--- src/rtl/up_down_counter_ctrl_pkg.sv ---
// up_down_counter_ctrl_pkg: opcodes, state encoding and default width for the counter sequencer
package up_down_counter_ctrl_pkg;
  localparam int DEF_WIDTH = 8;
  localparam logic [1:0] OP_LOAD   = 2'd0;
  localparam logic [1:0] OP_UP     = 2'd1;
  localparam logic [1:0] OP_DOWN   = 2'd2;
  localparam logic [1:0] OP_BOUNCE = 2'd3;
  typedef enum logic [2:0] {
    IDLE     = 3'd0,
    RUN_UP   = 3'd1,
    RUN_DOWN = 3'd2,
    B_UP     = 3'd3,
    B_DOWN   = 3'd4
  } state_t;
endpackage

--- src/rtl/updown_counter_core.sv ---
// updown_counter_core: count register with load and modulo +/-1 step
module updown_counter_core
  import up_down_counter_ctrl_pkg::*;
#(
  parameter int WIDTH = DEF_WIDTH
) (
  input  logic             clk,
  input  logic             rst,
  input  logic             en,
  input  logic             dir,
  input  logic             load,
  input  logic [WIDTH-1:0] load_val,
  output logic [WIDTH-1:0] count
);
  always_ff @(posedge clk)
    if (rst) count <= '0;
    else if (load) count <= load_val;
    else if (en) count <= dir ? count + 1'b1 : count - 1'b1;
endmodule

--- src/rtl/up_down_counter_ctrl.sv ---
// up_down_counter_ctrl: command-driven sequencer stepping an up/down counter
module up_down_counter_ctrl
  import up_down_counter_ctrl_pkg::*;
#(
  parameter int WIDTH = DEF_WIDTH
) (
  input  logic             clk,
  input  logic             rst,
  input  logic             cmd_valid,
  output logic             cmd_ready,
  input  logic [1:0]       cmd_op,
  input  logic [WIDTH-1:0] cmd_arg,
  input  logic             abort,
  output logic [WIDTH-1:0] count,
  output logic             up_down,
  output logic             busy,
  output logic             done
);
  state_t state;
  logic [WIDTH-1:0] remaining, target;
  logic en, dir, load, last;
  assign cmd_ready = state == IDLE && !abort && !rst;
  assign busy = state != IDLE;
  always_comb begin
    load = cmd_valid && cmd_ready && cmd_op == OP_LOAD;
    dir  = state == RUN_UP || (state == B_UP && count < target);
    en   = !abort && (((state == RUN_UP || state == RUN_DOWN) && remaining != '0) ||
                      (state == B_UP && (count < target || count != '0)) ||
                      (state == B_DOWN && count != '0));
    last = count == '0 || count == WIDTH'(1);
  end
  updown_counter_core #(.WIDTH(WIDTH)) u_core (
    .clk(clk), .rst(rst), .en(en), .dir(dir), .load(load), .load_val(cmd_arg), .count(count)
  );
  always_ff @(posedge clk) begin
    if (rst) begin
      state     <= IDLE;
      remaining <= '0;
      target    <= '0;
      up_down   <= 1'b1;
      done      <= 1'b0;
    end else begin
      done <= 1'b0;
      if (abort) state <= IDLE;
      else unique case (state)
        IDLE: if (cmd_valid) unique case (cmd_op)
          OP_LOAD: done <= 1'b1;
          OP_UP: begin
            remaining <= cmd_arg;
            state     <= RUN_UP;
            up_down   <= 1'b1;
          end
          OP_DOWN: begin
            remaining <= cmd_arg;
            state     <= RUN_DOWN;
            up_down   <= 1'b0;
          end
          default: begin
            target  <= cmd_arg;
            state   <= B_UP;
            up_down <= 1'b1;
          end
        endcase
        RUN_UP, RUN_DOWN: begin
          if (remaining != '0) remaining <= remaining - 1'b1;
          if (remaining == '0 || remaining == WIDTH'(1)) begin
            state <= IDLE;
            done  <= 1'b1;
          end
        end
        B_UP: if (count >= target) begin
          if (count != '0) up_down <= 1'b0;
          state <= last ? IDLE : B_DOWN;
          done  <= last;
        end
        B_DOWN: if (last) begin
          state <= IDLE;
          done  <= 1'b1;
        end
        default: state <= IDLE;
      endcase
    end
  end
endmodule
--- config.mk ---
export PLATFORM = sky130hd
export DESIGN_NAME = up_down_counter_ctrl
export DESIGN_NICKNAME = d
export VERILOG_FILES = /design/src/rtl/up_down_counter_ctrl_pkg.sv /design/src/rtl/updown_counter_core.sv /design/src/rtl/up_down_counter_ctrl.sv
export SDC_FILE = /design/constraint.sdc
export NUM_CORES = 1
export LEC_CHECK = 0
export CORE_ASPECT_RATIO = 1.4
export CORE_MARGIN = 8
export CORE_UTILIZATION = 56
export DETAILED_ROUTE_END_ITERATION = 7
export GPL_TIMING_DRIVEN = 0
export PLACE_DENSITY = 0.9
export SETUP_SLACK_MARGIN = 0.5
export SLEW_MARGIN = 20
export SYNTH_ARGS = -nofsm -noshare
export SYNTH_HDL_FRONTEND = slang
export SYNTH_SLANG_ARGS = --single-unit
--- constraint.sdc ---
create_clock -name clk -period 3.1 [get_ports clk]
set_input_delay 0.93 -clock clk [delete_from_list [all_inputs] [get_ports clk]]
set_output_delay 0.93 -clock clk [all_outputs]
set_load 0.01 [all_outputs]
==> out/metrics.csv, run 1 <==
stage,metric,value,unit
sta,setup_violations,0,
finish,stdcell_count,349,
critical_path,r2r_end,u_core.count[2]$_SDFFE_PP0P_,
sta,min_period_over_period,83.17,%
critical_path,r2r_slack,0.58,ns
floorplanning,core-area,0.003643,mm2
clock_tree,clock-sinks,29,
sta,fmax,387.9,MHz
sta,clock_skew,0.009417,ns
global_routing,antenna_found_initial,0,
critical_path,crit_type,in -> out,
floorplanning,ios,26,
floorplanning,fp.dieH,89.07,um
synthesis,synth_edf_count,0,
worst_hold_path,min-delay-start,target[1]$_SDFFE_PP0P_,
global_routing,first_global_vias,2107,
critical_path,crit_path_max_incr_delay,0.25,ns
critical_path,cpLargestDelayFamily,buffers and inverters,
placed_design,numPortBuffers,24,
drt,wl_per_cell,17.44,um
global_routing,grt_first_pass_wirelength,9687,um
critical_path,r2r-start,u_core.count[0]$_SDFFE_PP0P_,
run,max-cap-violations,0,
clock_tree,cts_buffer_depth,2,
finish,layout-drive-gt1-share,15.64,%
pwr,power_density,464.1,mW/mm2
synthesis,netlist-cell-type-count,50,
clock_tree,h-tree-depth,2,
critical_path,rr_worst_depth,10,
critical_path,path_max_fanout,6,
sta,min_period,2.578,ns
sta,hold_viol,0,
global_routing,grt_usage,20.42,%
synthesis,ys_seq_area_share,27.18,%
critical_path,end_kind,output pin,
finish,diodes,0,
finish,final_nets,339,
clock_tree,clkLatencyLatePin,0.28,ns
clock_tree,cts_tree,yes,
critical_path,arrival,1.65,ns
floorplanning,start_util,58.62,%
pwr,ir_drop,0.3674,mV
synthesis,postSynthNetCount,300,
drt,drt_wl_total,6086,um
synthesis,synthesis.area,0.002136,mm2
sta,rsz0062_at_grt,yes,
synthesis,syn_inst,267,
critical_path,crit_chain,buf_4 -> or2_4 -> buf_6 -> nor2_2 -> buf_2,
critical_path,cp_num_buf_inv,3,
clock_tree,cts_buffers,5,
drt,drt-initial-drc-count,181,
worst_hold_path,hold_depth,2,
synthesis,yosysWarnings,0,
status,status,"complete, no violations",
critical_path,setup.worst_path.start_class,input port,
global_routing,met3_usage,3.513,%
clock_tree,clk_pin_slew,0.06,ns
floorplanning,num_rows,26,
placed_design,placedCellCount,333,
clock_tree,root_buffer,clkbuf_8,
drt,drcViolationCount,0,
global_routing,grt_use_met1,23.19,%
critical_path,cp_slowest_cell,or2_4,
global_routing,grt_max_degree,11,
global_routing,top_usage_layer,met2,
worst_hold_path,hp-class,reg -> reg,
synthesis,synth_flop_cell,dfxtp_1,
pwr,p_leak,0.001117,uW
drt,drt_pass1_iterations,5,
sta,holdWs,0.4918,ns
sta,slew_violations,0,
finish,area_delta_synth_final,24.14,%
drt,vias,2176,
placed_design,place_congestion,0.9339,
synthesis,async_reset_ff_share,0,%
global_routing,overflow,0,
floorplanning,chipWidth,68.20,um
floorplanning,die-area,0.006074,mm2
global_routing,met2_usage,35.02,%
sta,relSlewSlack,54.17,%
drt,antenna_left,0,
synthesis,synth_area_per_cell,7.999,um2
drt,vias_per_cell,6.235,
sta,worstMarginPinSlew,0.6701,ns
critical_path,required,2.17,ns
placed_design,hpwl,4222,um
worst_hold_path,min_to,target[1]$_SDFFE_PP0P_,
synthesis,ys_ff_latch,29,
==> registers in the layout, summed over array words and instances, names as in the netlist <==
| name | flops |
|---|---|
| done | 1 |
| remaining | 8 |
| u_core.count | 8 |
| state | 3 |
| up_down | 1 |
| target | 8 |
==> through the flow <==
step                setup WS, ns  total power, uW  cell area, um2  setup TNS, ns  util (%)
global route              0.4581             1294            2651              0     72.77
global placement         -0.4506            825.7            2434         -1.290     66.79
detailed placement       -0.4650            836.7            2434         -2.285     66.79
floorplan                 0.5005            716.4            2141              0         -
finish                    0.5217             1231            2651              0     72.77
CTS                       0.4162             1207            2610              0     71.63
==> cells in the final DEF, fill, tap and decap left out, types with 7 or more instances in the layout <==
cell type	netlist	routed
a21oi_1	19	18
buf_4	0	10
clkbuf_8	0	8
clkdlybuf4s50_1	0	19
dfxtp_1	29	24
ha_1	19	19
inv_1	19	19
mux2i_1	15	15
nand2_1	13	13
nand3_1	7	7
nor2_1	39	36
o21ai_0	13	12
==> cells by family after synthesis <==
group / Yosys count / share of synthesized area (%)
muxes: 16 / 7.557
AOI/OAI and AO/OA: 68 / 21.62
xor gates and xnor gates: 4 / 1.641
buffers and inverters: 32 / 6.327
and+or+nand+nor: 99 / 24.55
adders and majority gates: 19 / 11.13
DFF: 29 / 27.18
==> synthesized netlist by cell type, drive strengths merged (2+ instances only) <==
cell	count	area [um2]
a21boi	4	30.03
nand2	13	48.80
ha	19	237.7
nor2	39	146.4
xnor2	2	17.52
clkbuf	11	41.29
nand4	4	25.02
inv	19	71.32
nor3	6	30.03
a311o	3	30.03
a21oi	19	95.09
nand3	7	35.03
xor2	2	17.52
nand2b	4	25.02
buf	2	22.52
or2	3	18.77
mux2i	15	150.1
a31oi	3	18.77
nor4b	2	17.52
o211ai	6	45.04
nor4	2	27.53
a22oi	2	15.01
o21ai	13	65.06
nor3b	2	15.01
nand3b	2	15.01
a2111oi	2	17.52
a211oi	6	45.04
nand4b	2	17.52
or3	5	31.28
dfxtp	29	580.6
==> repair_timing <==
item / 4_1_cts / 5_1_grt
pin swaps: 3 / 4
endpoints found under the setup margin: 16 / 11
gates resized for setup: 29 / 15
hold buffers: 0 / 0
setup buffers: 6 / 2
==> tightest hold or removal path, delay by kind of cell, from the launching register on <==
kind | cells | cell delay, ns
flip-flops | 1 | 0.32
AND/OR/NAND/NOR | 1 | 0.07
multiplexers | 1 | 0.07
==> worst max-delay path by stage <==
| stage | from | endpoint | slack (ns) | cells past startpoint |
|---|---|---|---|---|
| 5_1_grt | cmd_op[0] | u_core.count[7]$_SDFFE_PP0P_ | 0.46 | 9 |
| 2_1_floorplan | rst | u_core.count[7]$_SDFFE_PP0P_ | 0.50 | 8 |
| 6_report | abort | cmd_ready | 0.52 | 5 |
| 3_5_place_dp | abort | cmd_ready | -0.47 | 5 |
| 4_1_cts | abort | cmd_ready | 0.42 | 5 |
| 3_3_place_gp | abort | cmd_ready | -0.45 | 5 |
==> power breakdown <==
part	internal [uW]	switching, uW	leakage, uW
combinational	202	243	0.000825
clock	200	149	0.0000542
sequential	398	37.6	0.000238
==> metal layers <==
layer,share of wire (%),routed length (um),vias up
met5,0,0,-
met4,4.1,252,0
met3,5.8,354,21
met2,50,3071,93
met1,40,2407,1019
li1,-,-,1043
==> area by class of cell <==
class | count | area [um2]
plain buffers | 13 | 90.09
clock buffers | 7 | 96.34
clock inverters | 1 | 5.005
fillers | 266 | 992.2
inverters | 19 | 71.32
multi-input cells | 206 | 1460
flip-flops and latches | 29 | 586.8
well taps | 42 | 52.55
repair buffers | 32 | 289.0
Power figures use the tool's default switching activity.
==> run 2: changes to the inputs <==
==> constraint.sdc (replaced) <==
create_clock -name clk -period 2.5 [get_ports clk]
set_input_delay 0.75 -clock clk [delete_from_list [all_inputs] [get_ports clk]]
set_output_delay 0.75 -clock clk [all_outputs]
set_load 0.01 [all_outputs]
==> run 2 against run 1 <==
Effect of this change: cell area is 20% higher; final cell count is 6.3% higher; routed wire length rose by 18%; clock power is 11% higher; worst hold slack worse by 0.011 ns; combinational power up 66%; critical path type is now reg -> reg; critical endpoint is now u_core.count[4]$_SDFFE_PP0P_; largest power group unchanged.
==> out/metrics.csv, run 2 (synthesis gave the netlist of run 1 again) <==
stage,metric,value,unit,change
worst_hold_path,min-delay-start,remaining[1]$_SDFFE_PP0P_,,
sta,slew_violations,0,,unchanged
finish,final_nets,361,,+6.5%
drt,antenna_left,0,,unchanged
drt,vias,2365,,+8.7%
clock_tree,cts_buffer_depth,2,,unchanged
floorplanning,chipWidth,68.20,um,unchanged
clock_tree,cts_tree,yes,,
sta,hold_viol,0,,unchanged
sta,fmax,411.9,MHz,
pwr,ir_drop,0.5379,mV,+46%
critical_path,end_kind,flip-flop,,
finish,mostFrequentLayoutCell,nor2_1,,
finish,layout_common_cells,"35 x nor2_1, 24 x buf_4, 18 x dfxtp_1, 16 x a21oi_1, 15 x inv_1",,
critical_path,arrival,2.62,ns,+0.97 ns
drt,drt_wl_total,7153,um,+18%
critical_path,cpLargestDelayFamily,compound AO/OA/AOI/OAI gates,,
global_routing,first_global_vias,2313,,+9.8%
finish,layout-drive-gt1-share,33.74,%,+18 points
critical_path,startpoint,u_core.count[5]$_SDFFE_PP0P_,,
finish,diodes,0,,unchanged
drt,drcViolationCount,0,,unchanged
critical_path,required,2.69,ns,+0.52 ns
critical_path,crit_type,reg -> reg,,
pwr,power.share.clock,23.2,%,-5.2 points
placed_design,numPortBuffers,24,,unchanged
sta,min_period,2.428,ns,
clock_tree,root_buffer,clkbuf_8,,
global_routing,grt_max_degree,11,,unchanged
global_routing,grt_first_pass_wirelength,10920,um,+13%
finish,area_delta_synth_final,48.80,%,
clock_tree,h-tree-depth,2,,unchanged
critical_path,path_max_fanout,4,,-2
critical_path,setup.worst_path.start_class,flip-flop,,
critical_path,cp_slowest_cell,or3_1,,
pwr,power.total,1671,uW,+36%
floorplanning,die-area,0.006074,mm2,unchanged
status,status,"complete, no violations",,
global_routing,overflow,0,,unchanged
clock_tree,clk_pin_slew,0.07,ns,about the same
drt,drt_pass1_iterations,4,,-1
pwr,p_leak,0.001376,uW,+23%
pwr,comb_power_share,44.3,%,+8.1 points
critical_path,crit_path_max_incr_delay,0.38,ns,+0.13 ns
global_routing,grt_usage,23.19,%,+2.8 points
critical_path,crit_chain,buf_12 -> ha_4 -> nand4_1 -> o211ai_1 -> a21oi_2 -> buf_4 -> or3_1 -> a21boi_2 -> xnor2_1 -> a211oi_1,,
pwr,swShare,37.09,%,+2.2 points
floorplanning,fp.dieH,89.07,um,unchanged
worst_hold_path,hp-class,reg -> reg,,
sta,setup_violations,0,,unchanged
sta,min_period_over_period,97.11,%,
clock_tree,cts_buffers,5,,unchanged
global_routing,antenna_found_initial,0,,unchanged
sta,worstMarginPinSlew,0.7041,ns,+0.03398 ns
floorplanning,start_util,58.62,%,unchanged
pwr,p_sw,619.9,uW,+44%
drt,vias_per_cell,6.375,,+2.2%
drt,drt-initial-drc-count,236,,+30%
drt,wl_per_cell,19.28,um,+11%
placed_design,place_congestion,0.8888,,-4.8%
pwr,p_int,1051,uW,+31%
sta,relSlewSlack,52.89,%,-1.3 points
clock_tree,clkLatencyLatePin,0.29,ns,about the same
finish,stdcell_area,0.003178,mm2,+20%
floorplanning,core-area,0.003643,mm2,unchanged
placed_design,dpl-instance-area,0.002689,mm2,+10%
finish,reg_top3,"remaining x8, target x8, u_core.count x8",,
sta,rsz0062_at_grt,yes,,
clock_tree,clock-sinks,29,,unchanged
critical_path,r2r-start,u_core.count[5]$_SDFFE_PP0P_,,
pwr,power_density,525.9,mW/mm2,+13%
run,max-cap-violations,0,,unchanged
critical_path,cp_num_buf_inv,2,,-1
sta,clock_skew,0.01086,ns,+0.001441 ns
floorplanning,ios,26,,unchanged
placed_design,hpwl,4503,um,+6.7%
pwr,p_seq_share,32.6,%,-2.8 points
floorplanning,num_rows,26,,unchanged
[run 2: cell types whose count changed in the layout (fill, tap and decap cells not counted), sizes merged]
cell	change
buf	+23
clkdlybuf4s50	-8
dlymetal6s2s	+3
dlygate4sd2	+2
clkdlybuf4s15	+1
clkinv	+1
[run 2: worst paths after layout]
| kind | end | slack [ns] | cells past startpoint |
|---|---|---|---|
| hold / removal | remaining[1]$_SDFFE_PP0P_ | 0.48 | 2 |
| setup reg to reg | u_core.count[4]$_SDFFE_PP0P_ | 0.07 | 10 |
| setup / recovery | u_core.count[4]$_SDFFE_PP0P_ | 0.07 | 10 |
| hold reg to reg | remaining[1]$_SDFFE_PP0P_ | 0.48 | 2 |
[run 2: metrics by stage]
step / worst slack [ns] / setup TNS [ns] / cells / hold WS [ns] / utilization, %
after floorplan: 0.3193 / 0 / 267 / 0.4580 / -
after global placement: -0.6183 / -5.098 / 333 / 0.4721 / 73.80
after detailed placement: -0.6152 / -5.705 / 333 / 0.4798 / 73.80
after CTS: 0.1498 / 0 / 363 / 0.4863 / 83.21
after global routing: 0.01976 / 0 / 371 / 0.5084 / 87.23
final: 0.07219 / 0 / 371 / 0.4810 / 87.23
[run 2: worst reg2reg max path: cells and delay by family, from the launching register on]
family                     cells  cell delay, ns
adders and majority gates      1            0.27
and+or+nand+nor                2            0.59
AOI/OAI and AO/OA              4            0.75
buffers and inverters          2            0.27
DFF                            1            0.36
xor gates and xnor gates       1            0.09
[run 2: cell type report]
class / count / area, um2
multi-input cells: 206 / 1680
flip-flops and latches: 29 / 614.3
repair buffers: 54 / 525.5
fillers: 175 / 465.4
plain buffers: 13 / 128.9
inverters: 19 / 93.84
clock buffers: 6 / 72.57
well taps: 42 / 52.55
clock inverters: 2 / 10.01
[run 2: layer usage]
metal | wire (um) | GRT usage, % | vias up
met4 | 306 | 8.972 | 0
met3 | 403 | 4.141 | 28
met1 | 2633 | 24.06 | 1137
li1 | - | - | 1089
met2 | 3810 | 43.75 | 111
met5 | 0 | 0 | -
[run 2: power by group through the flow]
stage / Sequential (uW) / Combinational, uW / Clock, uW
after CTS: 540 / 661 / 389
after global routing: 548 / 794 / 410
after floorplan: 547 / 408 / 0
after detailed placement: 552 / 565 / 0
after global placement: 550 / 552 / 0
final: 544 / 740 / 388
[run 2: what timing repair did]
item / 4_1_cts / 5_1_grt
hold buffers: 0 / 0
buffers inserted: 21 / 8
pin swaps: 20 / 13
gates cloned: 1 / 0
resized for setup: 60 / 27
setup endpoints to repair: 35 / 27
